### config.mk
export PLATFORM = sky130hd
export DESIGN_NAME = ehgu_sync_fifo_flat
export DESIGN_NICKNAME = d
export VERILOG_FILES = /design/src/rtl/ehgu_fifo_pkg.sv /design/src/rtl/ehgu_sync_fifo_if.sv /design/src/rtl/ehgu_fifo_ptr.sv /design/src/rtl/ehgu_ram_dual_port.sv /design/src/rtl/ehgu_sync_fifo.sv /design/src/flat_wrapper.sv
export SDC_FILE = /design/constraint.sdc
export NUM_CORES = 1
export LEC_CHECK = 0
export CELL_PAD_IN_SITES_DETAIL_PLACEMENT = 1
export CELL_PAD_IN_SITES_GLOBAL_PLACEMENT = 1
export CORE_MARGIN = 1.5
export CORE_UTILIZATION = 60
export DETAILED_ROUTE_END_ITERATION = 6
export PLACE_DENSITY_LB_ADDON = 0.15
export SLEW_MARGIN = 15
export SYNTH_ARGS = -nofsm -noshare
export SYNTH_HDL_FRONTEND = slang
export SYNTH_SLANG_ARGS = --single-unit
export TNS_END_PERCENT = 1
### constraint.sdc
create_clock -name clk -period 5.9 [get_ports clk]
set_input_delay 1.77 -clock clk [delete_from_list [all_inputs] [get_ports clk]]
set_output_delay 1.77 -clock clk [all_outputs]
set_load 0.01 [all_outputs]
### src/rtl/ehgu_fifo_pkg.sv
// Shared definitions for the ehgu synchronous FIFO: read-mode selectors and
// wrap-bit pointer compares used by the pointer logic and the top level.
package ehgu_fifo_pkg;

    localparam int FIFO_STD  = 0;
    localparam int FIFO_FWFT = 1;

    localparam int PTR_MAX_W = 32;

    // Pointers carry one extra wrap bit above the aw address bits.
    function automatic logic ptr_full(input logic [PTR_MAX_W-1:0] wptr,
                                      input logic [PTR_MAX_W-1:0] rptr,
                                      input int                   aw);
        logic [PTR_MAX_W-1:0] low_mask;
        low_mask = (PTR_MAX_W'(1) << aw) - PTR_MAX_W'(1);
        return ((wptr & low_mask) == (rptr & low_mask)) && (wptr[aw] != rptr[aw]);
    endfunction

    function automatic logic ptr_empty(input logic [PTR_MAX_W-1:0] wptr,
                                       input logic [PTR_MAX_W-1:0] rptr);
        return wptr == rptr;
    endfunction

endpackage

### src/rtl/ehgu_sync_fifo_if.sv
// Producer/consumer bundle of the ehgu synchronous FIFO; the FIFO is the slave.
interface ehgu_sync_fifo_if #(
    parameter int WIDTH  = 8,
    parameter int AWIDTH = 7
);
    logic              clr;
    logic              wenable;
    logic [WIDTH-1:0]  wdata;
    logic              renable;
    logic [WIDTH-1:0]  rdata;
    logic              rvalid;
    logic              full;
    logic              empty;
    logic              afull;
    logic              aempty;
    logic [AWIDTH:0]   level;
    logic              overflow;
    logic              underflow;

    modport master (
        output clr, wenable, wdata, renable,
        input  rdata, rvalid, full, empty, afull, aempty, level, overflow, underflow
    );

    modport slave (
        input  clr, wenable, wdata, renable,
        output rdata, rvalid, full, empty, afull, aempty, level, overflow, underflow
    );
endinterface

### src/rtl/ehgu_fifo_ptr.sv
// Pointer, occupancy and flag logic of the ehgu synchronous FIFO, including
// the head-valid bit of the first-word-fall-through output register.
module ehgu_fifo_ptr
    import ehgu_fifo_pkg::*;
#(
    parameter int DEPTH     = 128,
    parameter int AWIDTH    = $clog2(DEPTH),
    parameter int FWFT      = FIFO_STD,
    parameter int AFULL_TH  = DEPTH - 4,
    parameter int AEMPTY_TH = 4
) (
    input  logic            clk,
    input  logic            rstn,
    input  logic            clr_i,
    input  logic            wenable_i,
    input  logic            renable_i,
    output logic            wr_acc_o,
    output logic            ram_rd_o,
    output logic [AWIDTH:0] wptr_o,
    output logic [AWIDTH:0] rptr_o,
    output logic [AWIDTH:0] level_o,
    output logic            full_o,
    output logic            empty_o,
    output logic            afull_o,
    output logic            aempty_o,
    output logic            overflow_o,
    output logic            underflow_o,
    output logic            rvalid_o
);
    localparam int PW = AWIDTH + 1;

    logic [PW-1:0] wptr_q, wptr_d, rptr_q, rptr_d, level_q, level_d;
    logic          full_q, full_d, empty_q, empty_d;
    logic          afull_q, afull_d, aempty_q, aempty_d;
    logic          ovf_q, ovf_d, unf_q, unf_d;
    logic          rvalid_q, rvalid_d, head_q, head_d;
    logic          wr_acc, rd_acc, ram_has, ram_rd;

    // NOTE: every signal gets a value on every path through this block, so no
    // latch is inferred; clr then overrides the counters.
    always_comb begin
        wr_acc   = wenable_i & ~full_q & ~clr_i;
        rd_acc   = renable_i & ~empty_q & ~clr_i;
        ram_has  = ~ptr_empty(PTR_MAX_W'(wptr_q), PTR_MAX_W'(rptr_q));
        // In FWFT mode the RAM is read to refill the head register, not on demand.
        ram_rd   = (FWFT == FIFO_FWFT) ? (ram_has & (~head_q | rd_acc) & ~clr_i) : rd_acc;
        wptr_d   = wptr_q + {{AWIDTH{1'b0}}, wr_acc};
        rptr_d   = rptr_q + {{AWIDTH{1'b0}}, ram_rd};
        level_d  = level_q + {{AWIDTH{1'b0}}, wr_acc} - {{AWIDTH{1'b0}}, rd_acc};
        head_d   = ram_rd | (head_q & ~rd_acc);
        ovf_d    = wenable_i & full_q & ~clr_i;
        unf_d    = renable_i & empty_q & ~clr_i;
        rvalid_d = rd_acc;
        if (clr_i) begin
            wptr_d  = '0;
            rptr_d  = '0;
            level_d = '0;
            head_d  = 1'b0;
        end
        if (FWFT == FIFO_FWFT) begin
            full_d  = (level_d == PW'(DEPTH));
            empty_d = ~head_d;
        end else begin
            full_d  = ptr_full(PTR_MAX_W'(wptr_d), PTR_MAX_W'(rptr_d), AWIDTH);
            empty_d = ptr_empty(PTR_MAX_W'(wptr_d), PTR_MAX_W'(rptr_d));
        end
        afull_d  = int'(level_d) >= AFULL_TH;
        aempty_d = int'(level_d) <= AEMPTY_TH;
    end

    // NOTE: state registers use non-blocking assignments so every flop samples
    // the pre-edge values regardless of process ordering.
    always_ff @(posedge clk or negedge rstn) begin
        if (!rstn) begin
            wptr_q   <= '0;
            rptr_q   <= '0;
            level_q  <= '0;
            full_q   <= 1'b0;
            empty_q  <= 1'b1;
            afull_q  <= 1'b0;
            aempty_q <= 1'b1;
            ovf_q    <= 1'b0;
            unf_q    <= 1'b0;
            rvalid_q <= 1'b0;
            head_q   <= 1'b0;
        end else begin
            wptr_q   <= wptr_d;
            rptr_q   <= rptr_d;
            level_q  <= level_d;
            full_q   <= full_d;
            empty_q  <= empty_d;
            afull_q  <= afull_d;
            aempty_q <= aempty_d;
            ovf_q    <= ovf_d;
            unf_q    <= unf_d;
            rvalid_q <= rvalid_d;
            head_q   <= head_d;
        end
    end

    assign wr_acc_o    = wr_acc;
    assign ram_rd_o    = ram_rd;
    assign wptr_o      = wptr_q;
    assign rptr_o      = rptr_q;
    assign level_o     = level_q;
    assign full_o      = full_q;
    assign empty_o     = empty_q;
    assign afull_o     = afull_q;
    assign aempty_o    = aempty_q;
    assign overflow_o  = ovf_q;
    assign underflow_o = unf_q;
    assign rvalid_o    = (FWFT == FIFO_FWFT) ? ~empty_q : rvalid_q;

endmodule

### src/rtl/ehgu_ram_dual_port.sv
// Simple dual-port RAM: synchronous write port, registered read port.
module ehgu_ram_dual_port #(
    parameter int WIDTH  = 8,
    parameter int AWIDTH = 7
) (
    input  logic              wclk,
    input  logic              rclk,
    input  logic              rstn,
    input  logic              wen_i,
    input  logic [AWIDTH-1:0] waddr_i,
    input  logic [WIDTH-1:0]  wdata_i,
    input  logic              ren_i,
    input  logic [AWIDTH-1:0] raddr_i,
    output logic [WIDTH-1:0]  rdata_o
);
    logic [WIDTH-1:0] mem_q [2**AWIDTH];
    logic [WIDTH-1:0] rdata_q;

    // NOTE: the storage array has no reset so it can map onto a RAM macro;
    // only the read-data register is reset.
    always_ff @(posedge wclk) begin
        if (wen_i) begin
            mem_q[waddr_i] <= wdata_i;
        end
    end

    always_ff @(posedge rclk or negedge rstn) begin
        if (!rstn) begin
            rdata_q <= '0;
        end else if (ren_i) begin
            rdata_q <= mem_q[raddr_i];
        end
    end

    assign rdata_o = rdata_q;

endmodule

### src/rtl/ehgu_sync_fifo.sv
// Single-clock FIFO: dual-port RAM storage plus pointer/flag control, with a
// standard registered read or a first-word-fall-through head register.
module ehgu_sync_fifo
    import ehgu_fifo_pkg::*;
#(
    parameter int WIDTH     = 8,
    parameter int DEPTH     = 128,
    parameter int AWIDTH    = $clog2(DEPTH),
    parameter int FWFT      = FIFO_STD,
    parameter int AFULL_TH  = DEPTH - 4,
    parameter int AEMPTY_TH = 4
) (
    input  logic              clk,
    input  logic              rstn,
    ehgu_sync_fifo_if.slave   fifo
);
    if (DEPTH < 4 || (DEPTH & (DEPTH - 1)) != 0) begin : g_bad_depth
        $error("ehgu_sync_fifo: DEPTH must be a power of 2 and at least 4");
    end
    if (AWIDTH != $clog2(DEPTH)) begin : g_bad_awidth
        $error("ehgu_sync_fifo: AWIDTH is derived from DEPTH and must not be overridden");
    end
    if (AFULL_TH > DEPTH || AEMPTY_TH >= DEPTH) begin : g_bad_threshold
        $error("ehgu_sync_fifo: almost-full/almost-empty threshold out of range");
    end
    if (FWFT != FIFO_STD && FWFT != FIFO_FWFT) begin : g_bad_mode
        $error("ehgu_sync_fifo: FWFT must be 0 or 1");
    end

    logic [AWIDTH:0] wptr, rptr;
    logic            wr_acc, ram_rd;

    ehgu_fifo_ptr #(
        .DEPTH     (DEPTH),
        .AWIDTH    (AWIDTH),
        .FWFT      (FWFT),
        .AFULL_TH  (AFULL_TH),
        .AEMPTY_TH (AEMPTY_TH)
    ) u_ptr (
        .clk         (clk),
        .rstn        (rstn),
        .clr_i       (fifo.clr),
        .wenable_i   (fifo.wenable),
        .renable_i   (fifo.renable),
        .wr_acc_o    (wr_acc),
        .ram_rd_o    (ram_rd),
        .wptr_o      (wptr),
        .rptr_o      (rptr),
        .level_o     (fifo.level),
        .full_o      (fifo.full),
        .empty_o     (fifo.empty),
        .afull_o     (fifo.afull),
        .aempty_o    (fifo.aempty),
        .overflow_o  (fifo.overflow),
        .underflow_o (fifo.underflow),
        .rvalid_o    (fifo.rvalid)
    );

    // The RAM read register doubles as rdata: it loads on a standard read or an
    // FWFT prefetch and otherwise holds, including across clr.
    ehgu_ram_dual_port #(
        .WIDTH  (WIDTH),
        .AWIDTH (AWIDTH)
    ) u_ram (
        .wclk    (clk),
        .rclk    (clk),
        .rstn    (rstn),
        .wen_i   (wr_acc),
        .waddr_i (wptr[AWIDTH-1:0]),
        .wdata_i (fifo.wdata),
        .ren_i   (ram_rd),
        .raddr_i (rptr[AWIDTH-1:0]),
        .rdata_o (fifo.rdata)
    );

endmodule

### src/flat_wrapper.sv
// flat-port wrapper written by rule: the top's interface ports become plain ports
module ehgu_sync_fifo_flat import ehgu_fifo_pkg::*;
#(
    parameter int WIDTH     = 8,
    parameter int DEPTH     = 128,
    parameter int AWIDTH    = $clog2(DEPTH),
    parameter int FWFT      = FIFO_STD,
    parameter int AFULL_TH  = DEPTH - 4,
    parameter int AEMPTY_TH = 4
)
  (clk, rstn, fifo_clr, fifo_wenable, fifo_wdata, fifo_renable, fifo_rdata, fifo_rvalid, fifo_full, fifo_empty, fifo_afull, fifo_aempty, fifo_level, fifo_overflow, fifo_underflow);
  ehgu_sync_fifo_if #(.WIDTH(WIDTH), .AWIDTH(AWIDTH)) fifo_i ();
  input  logic clk;
  input  logic rstn;
  input wire logic [$bits(fifo_i.clr)-1:0] fifo_clr;
  input wire logic [$bits(fifo_i.wenable)-1:0] fifo_wenable;
  input wire logic [$bits(fifo_i.wdata)-1:0] fifo_wdata;
  input wire logic [$bits(fifo_i.renable)-1:0] fifo_renable;
  output wire logic [$bits(fifo_i.rdata)-1:0] fifo_rdata;
  output wire logic [$bits(fifo_i.rvalid)-1:0] fifo_rvalid;
  output wire logic [$bits(fifo_i.full)-1:0] fifo_full;
  output wire logic [$bits(fifo_i.empty)-1:0] fifo_empty;
  output wire logic [$bits(fifo_i.afull)-1:0] fifo_afull;
  output wire logic [$bits(fifo_i.aempty)-1:0] fifo_aempty;
  output wire logic [$bits(fifo_i.level)-1:0] fifo_level;
  output wire logic [$bits(fifo_i.overflow)-1:0] fifo_overflow;
  output wire logic [$bits(fifo_i.underflow)-1:0] fifo_underflow;
  assign fifo_i.clr = fifo_clr;
  assign fifo_i.wenable = fifo_wenable;
  assign fifo_i.wdata = fifo_wdata;
  assign fifo_i.renable = fifo_renable;
  assign fifo_rdata = fifo_i.rdata;
  assign fifo_rvalid = fifo_i.rvalid;
  assign fifo_full = fifo_i.full;
  assign fifo_empty = fifo_i.empty;
  assign fifo_afull = fifo_i.afull;
  assign fifo_aempty = fifo_i.aempty;
  assign fifo_level = fifo_i.level;
  assign fifo_overflow = fifo_i.overflow;
  assign fifo_underflow = fifo_i.underflow;
  ehgu_sync_fifo #(.WIDTH(WIDTH), .DEPTH(DEPTH), .AWIDTH(AWIDTH), .FWFT(FWFT), .AFULL_TH(AFULL_TH), .AEMPTY_TH(AEMPTY_TH)) u_core (.clk(clk), .rstn(rstn), .fifo(fifo_i));
endmodule
* Word level (Yosys, flattened, before mapping)
Memories as Yosys holds them, arrays and structs flattened. A register that Yosys moved wholly into a read port is not among the register bits.
Index checks and enable logic that the tools add are counted.
** Storage, ports and cells
- Register bits after elaboration :: 31
- Output and inout port bits :: 23
- Logic and storage cells :: 38
- RAM bits :: 1024
- Bits of input ports :: 13
- Latch bits :: 0
- ROM bits :: 0
- Memories :: 1
** Operators by class
- Add/subtract/negate cells :: 4
- $mul :: 0
- Bitwise gates (word level) :: 11
- Shifts and indexed selects :: 0
- Div/mod/pow operators :: 0
- Eq/ne operators :: 3
- Reductions and logical operators :: 2
- $lt $le $gt $ge :: 2
- Mux-type cells :: 5
** Memory list
- u_core.u_ram.mem_q :: words 128, width 8, read ports 1, clocked after memory_dff 1, wr ports 1, RTL line ehgu_ram_dual_port.sv:16 : logic [WIDTH-1:0] mem_q [2**AWIDTH];
** Operator list (number)
- $add 8x1->8 :: 3
- $mux 8 :: 3
- $and 1x1->1 :: 8
- $eq 8x8->1 :: 1
- $ge 8x7->1 const B :: 1
- $le 8x3->1 const B :: 1
- $sub 8x1->8 :: 1
- $eq 7x7->1 :: 1
- $not 1->1 :: 3
- $mux 1 :: 2
- $logic_and 1x1->1 :: 1
- $logic_not 1->1 :: 1
- $ne 1x1->1 :: 1

* Longest topological paths before layout
Gate-level depths: netlist of the first run.
- Depth in word-level cells :: 7
- Mapped depth :: 15
- Mapped depth without buffers :: 11

* Hierarchy
From an unflattened synthesis of the first run, not the netlist that was laid out.
** Second synthesis, totals
- Cells, all modules :: 2166
- Area, all modules :: 42235.5 um^2
** By module, submodules not included
- ehgu_ram_dual_port :: sequential area each 30949.7 um^2, times used 1, cells an instance 2000, area each 40492.6 um^2
- ehgu_fifo_ptr :: sequential area each 778.2 um^2, times used 1, cells an instance 166, area each 1742.9 um^2

* Worst setup path after synthesis of the first run
Ideal clock, no wire load.
- Path type :: input port to flip-flop
- Start :: input port fifo_clr
- End :: register u_core.u_ptr.aempty_q (netlist: u_core.u_ptr.aempty_o)
- Cell stages on the path :: 12
- Setup slack :: 1.606 ns
- Setup time :: 0.101 ns
- Arrival time :: 4.193 ns
- Required time :: 5.799 ns
- Path buffers :: 1
- Path through :: nor3b_2 clkbuf_1 xor2_1 ha_1 fa_1 a21o_1 a21oi_1 o21bai_1 a21oi_1 xor2_1 nor2_1 nor4b_1
** On the way
- Elaborated cells on any way between the ends :: 7
- Those cells by class :: add/sub (2); order compare (1); mux (1); bitwise (3)
** RTL lines
- from (decl) :: RTL line flat_wrapper.sv:15 : input wire logic [$bits(fifo_i.clr)-1:0] fifo_clr;
- $not 1->1 :: RTL line ehgu_fifo_ptr.sv:43 : rd_acc = renable_i & ~empty_q & ~clr_i;
- $and 1x1->1 :: RTL line ehgu_fifo_ptr.sv:43
- named net u_core.ram_rd :: RTL line ehgu_sync_fifo.sv:31 : logic wr_acc, ram_rd;
- $sub 8x1->8 :: RTL line ehgu_fifo_ptr.sv:49 : level_d = level_q + {{AWIDTH{1'b0}}, wr_acc} - {{AWIDTH{1'b0}}, rd_acc};
- $mux 8 :: RTL line ehgu_fifo_ptr.sv:54 : if (clr_i) begin
- named net u_core.u_ptr.level_d[6] :: RTL line ehgu_fifo_ptr.sv:32 : logic [PW-1:0] wptr_q, wptr_d, rptr_q, rptr_d, level_q, level_d;
- $le 8x3->1 :: RTL line ehgu_fifo_ptr.sv:68 : aempty_d = int'(level_d) <= AEMPTY_TH;
- named net u_core.u_ptr.aempty_d :: RTL line ehgu_fifo_ptr.sv:34 : logic afull_q, afull_d, aempty_q, aempty_d;
- to (signal assigned) :: RTL line ehgu_fifo_ptr.sv:93 : aempty_q <= aempty_d;
- to (decl) :: RTL line ehgu_fifo_ptr.sv:34
The timed path passes the listed nets, and every way through them passes these cells.

* Worst setup path after layout of the first run
- Start :: input port fifo_clr
- End :: register u_core.u_ptr.aempty_q (netlist: u_core.u_ptr.aempty_o)
** On the way
- Word-level cells in the longest chain between the ends :: 6
- Elaborated cells on any way between the ends :: 7
- Those cells by class :: add/sub (2); order compare (1); mux (1); bitwise (3)
** Ends and longest elaborated chain
- $not 1->1 :: RTL line ehgu_fifo_ptr.sv:42, ehgu_fifo_ptr.sv:43
- $and 1x1->1 :: RTL line ehgu_fifo_ptr.sv:42 : wr_acc = wenable_i & ~full_q & ~clr_i;
- $add 8x1->8 :: RTL line ehgu_fifo_ptr.sv:49
- $sub 8x1->8 :: RTL line ehgu_fifo_ptr.sv:49
- $mux 8 * :: RTL line ehgu_fifo_ptr.sv:54
- named net u_core.u_ptr.level_d[6] :: RTL line ehgu_fifo_ptr.sv:32
- $le 8x3->1 * :: RTL line ehgu_fifo_ptr.sv:68
- named net u_core.u_ptr.aempty_d :: RTL line ehgu_fifo_ptr.sv:34
The timed path passes the listed nets; every way through them passes the cells marked *.

==> impl_results.md, run 1 <==
* Status: finished clean
* Seq. cell area at around 32000 sq um
* Cell count after placement at a little over 3000
* Total GRT Usage at 30.0%
* Mapped cell area at roughly 42000 sq um
* Area of the multi-input gates at ~9400 sq um
* Post CTS Setup Buffer Count at 0
* M1 GR Usage at between 40% and 50%
* Post-route insts no fill at about 3200
* H-tree Lvls at 3
* Commonest non-fill, non-tap cell in the layout: edfxtp_1
* Lkg Pwr at 14.0 nW
* Core area at 68900 sq um
* FP Rows at 96
* Via Count at 21287
* CTS tree: yes
* Minimum clock period after layout at around 4.5 ns
* Crit. End Element: register
* Fmax at 0.221 GHz
* Drt wl/cell at 32.3 um
* Yosys warnings at 0
* Yosys reg bits at roughly 1100
* Total of max-cap violations at 0
* Max-slew violation count at 0
* Hold bufs inserted after CTS at 0
* Hold_ws at roughly 0.55 ns
* Routed WL at ~100 mm
* Most frequent cells in the layout: edfxtp_1, mux4_2, mux2i_1
* Setup TNS at 0 ns
* Initial core utilization at between 60% and 70%
* Detailed-route DRC error count at 0
* Ys flop type: edfxtp_1
* Post-DR vias/cell at 6.61
* Layout cells sized above 1 at between 10% and 20%
* NumNets Final at ~2200
* Post-synth EDFFs at ~1000
* Critical path peak fanout at 23
* Largest net degree at the start of global routing at slightly above 90
* Grt ovf at 0
* CTS-repair resized insts at 0
* CP Launch Type: input port
* Peak supply drop at approximately 0.00029 V
* Final setup skew at between 0.02 and 0.03 ns
* IO Pins at 36
* Met3 usage at under 10%
* Arr. time, crit path at about 5.1 ns
* Antenna fix cells at 0
* Die width at about 270 um
* Syn Nets at around 2200
* Number of port buffers at 35
* Busiest layer in global routing: met2
* Final antenna-violating net count at 0
* Crit Path Class: in2reg
* CP Data Required Time at 6.42 ns
* CTS root buf: clkbuf_16
* Routability cong. at 0.875
* Pwr dens at ~350 nW/um^2
* Die height at around 270 um
* First-pass GRT wire length at about 150 mm
* Fin crit share at 76.8%
* Vias in the first global route at about 22000
* CTS max path bufs at 3
* Initial antenna violation count at 4
* Async SR Flop Fraction at between 3 and 4%
* Sequential fraction of the synthesis area at ~76%
* Met2 usage at roughly half
* RSZ-0062 raised after global routing: false
* Netlist cell types at 55
* Slew @ Worst Pin at between 1 and 1.5 ns
* Clk sinks at 1063
* DRT iter0 DRCs at roughly 2600
* Die Area at slightly above 70000 sq um
* CTS Buf Count at between 100 and 150
* Hold crit path type: reg2reg
* Drt first pass iters at 5
* Area growth from synthesis to layout at 10.8%
* Hold Vio Cnt, Final at 0
* Setup-failing EPs final at 0
* HPWL Detailed at ~63 mm
* Worst-path clk slew at roughly 0.06 ns
* Filler Cell Count at between 5000 and 6000
* Cell count after synthesis at about 2100
* Post-Syn Area per Cell at just under 20 sq um
* Slew headroom at between 10% and 20%
* Clock Latency Late Sink at 0.66 ns
-- logic make-up (layout without fill, tap and decap cells) --
logic type / after synthesis / count (layout) / synth area share, %
and+or+nand+nor: 297 / 297 / 3.23
adders and majority gates: 11 / 11 / 0.346
AOI/OAI and AO/OA: 233 / 233 / 3.47
buffers and inverters: 132 / 274 / 1.93
DFF: 1063 / 1063 / 75.6
xor gates and xnor gates: 25 / 25 / 0.522
muxes: 384 / 384 / 14.9
-- state kept, by name, summed over array words and instances, names as in the netlist --
| register | flops |
|---|---|
| u_core.u_ptr.empty_o | 1 |
| u_core.u_ptr.underflow_o | 1 |
| u_core.u_ptr.wptr_o | 8 |
| u_core.u_ram.mem_q | 1024 |
| u_core.u_ptr.overflow_o | 1 |
| u_core.u_ptr.level_o | 8 |
| u_core.u_ram.rdata_o | 8 |
| u_core.u_ptr.aempty_o | 1 |
| u_core.u_ptr.rvalid_o | 1 |
| u_core.u_ptr.full_o | 1 |
| u_core.u_ptr.rptr_o | 8 |
| u_core.u_ptr.afull_o | 1 |
-- worst max-delay path, cell delays in order --
cell	delay (ns)
clkdlybuf4s50_1	0.71
nor3b_4	0.34
buf_4	0.33
nand2b_1	0.14
fa_1	0.43
a21o_1	0.20
a21oi_1	0.23
o21bai_1	0.09
a21oi_1	0.17
xor2_1	0.17
nor2_1	0.09
nor4b_1	0.39
-- metrics by stage --
stage | total power, W | setup WS [ns] | instance area [sq um] | util (%)
floorplan | 0.00905 | 1.61 | 42000 | -
global placement | 0.00944 | 0.878 | 43100 | 62.5
detailed placement | 0.00948 | 0.758 | 43100 | 62.5
CTS | 0.0161 | 1.41 | 46500 | 67.4
global route | 0.0164 | 1.12 | 46500 | 67.4
finish | 0.0161 | 1.37 | 46500 | 67.4
-- cell usage after synthesis (7+ instances only) --
cell type | number | area share (%)
nand2_1 | 19 | 0.17
nor2_1 | 172 | 1.5
a211oi_1 | 16 | 0.29
xor2_1 | 13 | 0.27
a221oi_1 | 8 | 0.17
a21oi_1 | 53 | 0.63
clkbuf_1 | 39 | 0.35
buf_6 | 12 | 0.32
o21ai_0 | 29 | 0.35
nand2b_1 | 7 | 0.10
a21o_1 | 11 | 0.20
buf_4 | 21 | 0.38
o22ai_1 | 48 | 0.72
ha_1 | 10 | 0.30
a22o_1 | 8 | 0.17
edfxtp_1 | 1024 | 73
nor2b_1 | 14 | 0.21
a31oi_1 | 8 | 0.12
a22oi_1 | 16 | 0.29
nor3_1 | 40 | 0.48
buf_1 | 9 | 0.080
o21ai_1 | 22 | 0.26
buf_2 | 32 | 0.38
inv_1 | 10 | 0.089
o2bb2ai_1 | 8 | 0.17
nand3_1 | 12 | 0.14
mux2_2 | 16 | 0.43
mux2i_1 | 176 | 4.2
dfrtp_1 | 37 | 2.2
mux4_2 | 192 | 10
xnor2_1 | 12 | 0.25
-- per-layer routing --
layer,part of all wire [%],vias to the layer above
met5,0,-
met4,2.8,0
met3,7.3,182
met2,50,963
met1,40,11301
li1,-,8841
-- power breakdown --
group | total [W] | internal (W) | switching [W]
sequential | 0.00843 | 0.00833 | 0.0000987
combinational | 0.000907 | 0.000373 | 0.000534
clock | 0.00672 | 0.00390 | 0.00282
total | 0.0161 | 0.0126 | 0.00345
-- cell type report --
type                            count  share of cell area (%)
Clock buffer                      120                    5.77
Clock inverter                     67                    1.56
Inverter                           10                  0.0807
Multi-Input combinational cell    950                    20.3
Sequential cell                  1063                    68.3
Tap cell                          931                    2.50
Timing Repair Buffer               77                    1.51
-- worst paths after layout --
kind,from,to,slack (ns),depth (start not counted)
min in group asynchronous,rstn,u_core.u_ptr.level_o[6]$_DFF_PN0_,1.29,1
min reg2reg,u_core.u_ptr.empty_o$_DFF_PN1_,u_core.u_ptr.underflow_o$_DFF_PN0_,0.55,2
max,fifo_clr,u_core.u_ptr.aempty_o$_DFF_PN1_,1.37,12
max in group asynchronous,rstn,u_core.u_ptr.rptr_o[2]$_DFF_PN0_,3.87,1
min,u_core.u_ptr.empty_o$_DFF_PN1_,u_core.u_ptr.underflow_o$_DFF_PN0_,0.55,2
max reg2reg,u_core.u_ptr.rptr_o[0]$_DFF_PN0_,u_core.u_ram.rdata_o[2]$_DFFE_PN0P_,2.23,7
(Power assumes the default switching activity.)
==> inputs of run 2 (changes only) <==
Settings changed: CORE_UTILIZATION 60 to 50.
Clock period 5.9 ns to 4 ns, I/O delays scaled along.
==> run 2 against run 1 <==
Compared with the run above:
- power grew 48%
- cell count grew 10%
- flip-flop and latch count is the same
- die area grew 20%
- global-route usage shrank 5.9 points
- clock skew shrank 0.0021 ns
- register-to-register slack lost 1.2 ns
- setup slack lost 0.88 ns
- sequential power grew 47%
- first-iteration DRC count shrank 29%
- critical path depth grew 1
- non-clock buffer count grew 170
==> impl_results.md, run 2 (synthesis gave the netlist of run 1 again) <==
* Routed WL at 102 mm (was 104 mm)
* Hold crit path type: reg2reg (unchanged)
* Lkg Pwr at 15.0 nW (was 14.0 nW)
* CTS root buf: clkbuf_16 (unchanged)
* Layout cells sized above 1 at 24.2% (was 18.5%)
* Final setup skew at 0.0261 ns (was 0.0282 ns)
* Setup-failing EPs final at 0 (unchanged)
* Crit-path leading delay family: simple AND/OR/NAND/NOR gates (was buffers and inverters)
* Status: finished clean (unchanged)
* Crit Path Class: in2reg (unchanged)
* CTS tree: yes (unchanged)
* Final antenna-violating net count at 0 (unchanged)
* CP Launch Type: input port (unchanged)
* Clk sinks at 1063 (unchanged)
* Drt first pass iters at 5 (unchanged)
* IO Pins at 36 (unchanged)
* Largest net degree at the start of global routing at 99 (was 93)
* Total GRT Usage at 24.1% (was 30.0%)
* CP Cell Sequence: clkdlybuf4s50_1 > buf_12 > nor3b_4 > xor2_1 > ha_1 > fa_1 > a21o_1 > a21oi_1 > buf_4 > xnor2_1 > nor2_1 > nor3_1 > nor4b_1 (was clkdlybuf4s50_1 > nor3b_4 > buf_4 > nand2b_1 > fa_1 > a21o_1 > a21oi_1 > o21bai_1 > a21oi_1 > xor2_1 > nor2_1 > nor4b_1)
* CP max stage delay at 0.45 ns (was 0.71 ns)
* Crit. End Element: register (unchanged)
* CP Data Required Time at 4.56 ns (was 6.42 ns)
* Peak supply drop at 0.000418 V (was 0.000291 V)
* Routability cong. at 0.832 (was 0.875)
* Minimum clock period after layout at 3.52 ns
* Via Count at 21165 (was 21287)
* Hold bufs inserted after CTS at 0 (unchanged)
* Antenna fix cells at 0 (unchanged)
* Post CTS Setup Buffer Count at 0 (unchanged)
* H-tree Lvls at 3 (unchanged)
* Hold Vio Cnt, Final at 0 (unchanged)
* Worst-path clk slew at 0.06 ns (about the same)
* Die width at 293 um (was 268 um)
* Detailed-route DRC error count at 0 (unchanged)
* Slowest cell on the critical path: clkdlybuf4s50_1 (unchanged)
* Fmax at around 0.28 GHz
* Slew @ Worst Pin at 1.12 ns (was 1.24 ns)
* Initial antenna violation count at 3 (was 4)
* Arr. time, crit path at 4.07 ns (was 5.06 ns)
* Max-slew violation count at 0 (unchanged)
* First-pass GRT wire length at 151 mm (was 153 mm)
* DRT iter0 DRCs at 1816 (was 2559)
* CTS Buf Count at 107 (was 104)
* Filler Cell Count at 7143 (was 5543)
* Die height at 293 um (was 268 um)
* Vias in the first global route at 22458 (was 22428)
* Die Area at 85700 sq um (was 71600 sq um)
* Commonest non-fill, non-tap cell in the layout: edfxtp_1 (unchanged)
* Slew headroom at 25.5% (was 17.3%)
* Setup TNS at 0 ns (unchanged)
* Area growth from synthesis to layout at 14.7% (was 10.8%)
* Clock Latency Late Sink at 0.68 ns (was 0.66 ns)
* Cell area after layout at 48100 sq um (was 46500 sq um)
* FP Rows at 106 (was 96)
* Grt ovf at 0 (unchanged)
* Cell Area, Placed at 44600 sq um (was 43100 sq um)
* NumNets Final at 2403 (was 2230)
* Bufs and invs on worst path at 3 (was 2)
* Critical path peak fanout at 8 (was 23)
* CTS max path bufs at 3 (unchanged)
* Most frequent cells in the layout: edfxtp_1, buf_4, mux4_2 (was edfxtp_1, mux4_2, mux2i_1)
* RSZ-0062 raised after global routing: false (unchanged)
* Drt wl/cell at 28.7 um (was 32.3 um)
* Pwr dens at 493 nW/um^2 (was 345 nW/um^2)
* Most flop-heavy register: u_core.u_ram.mem_q (unchanged)
* Number of port buffers at 35 (unchanged)
* Max FFs per register at 1024 (unchanged)
* CTS-repair resized insts at 0 (unchanged)
* Core area at 83400 sq um (was 68900 sq um)
* Fin crit share at between 80% and 90%
* Total of max-cap violations at 0 (unchanged)
* HPWL Detailed at 64.5 mm (was 63.0 mm)
* Post-DR vias/cell at 5.96 (was 6.61)
* Initial core utilization at 50.3% (was 60.9%)
-- run 2: where the power goes --
part	total (W)	internal (W)	switching, W
Sequential	0.0124	0.0123	0.0000955
Combinational	0.00144	0.000602	0.000833
Clock	0.00989	0.00572	0.00418
-- run 2: layout make-up --
cell class / count / area, sq um / share of cell area, %
clock buffer: 146 / 2930 / 6.08
clock inverter: 56 / 549 / 1.14
inverter: 10 / 37.5 / 0.0780
multi-input combinational: 950 / 9450 / 19.6
sequential: 1063 / 31700 / 65.9
tap: 1080 / 1350 / 2.81
timing repair buffer: 247 / 2100 / 4.36
-- run 2: metal layers --
layer / vias to the layer above / GRT usage, % / wire length [um]
li1: 9201 / - / -
met1: 11235 / 34.5 / 44000
met2: 596 / 38.7 / 49800
met3: 133 / 3.61 / 5760
met4: 0 / 6.93 / 2310
met5: - / 0 / 0
-- run 2: tightest hold or removal path, delay by kind of cell (launching register included) --
family           cells  cell delay (ns)
and+or+nand+nor      2             0.11
DFF                  1             0.41
-- run 2: path summary, 6_finish.rpt --
kind	start	end	slack (ns)	depth (start not counted)
worst max register to register	u_core.u_ptr.rptr_o[1]$_DFF_PN0_	u_core.u_ram.rdata_o[1]$_DFFE_PN0P_	1.00	7
worst min register to register	u_core.u_ptr.empty_o$_DFF_PN1_	u_core.u_ptr.underflow_o$_DFF_PN0_	0.55	2
max in group asynchronous	rstn	u_core.u_ptr.rptr_o[0]$_DFF_PN0_	2.59	1
worst min-delay path	u_core.u_ptr.empty_o$_DFF_PN1_	u_core.u_ptr.underflow_o$_DFF_PN0_	0.55	2
worst max-delay path	fifo_clr	u_core.u_ptr.aempty_o$_DFF_PN1_	0.48	13
min in group asynchronous	rstn	u_core.u_ptr.underflow_o$_DFF_PN0_	0.68	1
-- run 2: stage by stage --
step           power [W]  setup WS [ns]  std cells  hold slack (ns)  util [%]
6_report          0.0237          0.483       3552            0.548      57.7
3_3_place_gp      0.0140         -0.140       3348            0.543      53.5
2_1_floorplan     0.0134          0.276       2145            0.502         -
4_1_cts           0.0239          0.506       3550            0.556      57.6
3_5_place_dp      0.0140         -0.156       3348            0.546      53.5
5_1_grt           0.0243          0.341       3552            0.569      57.7
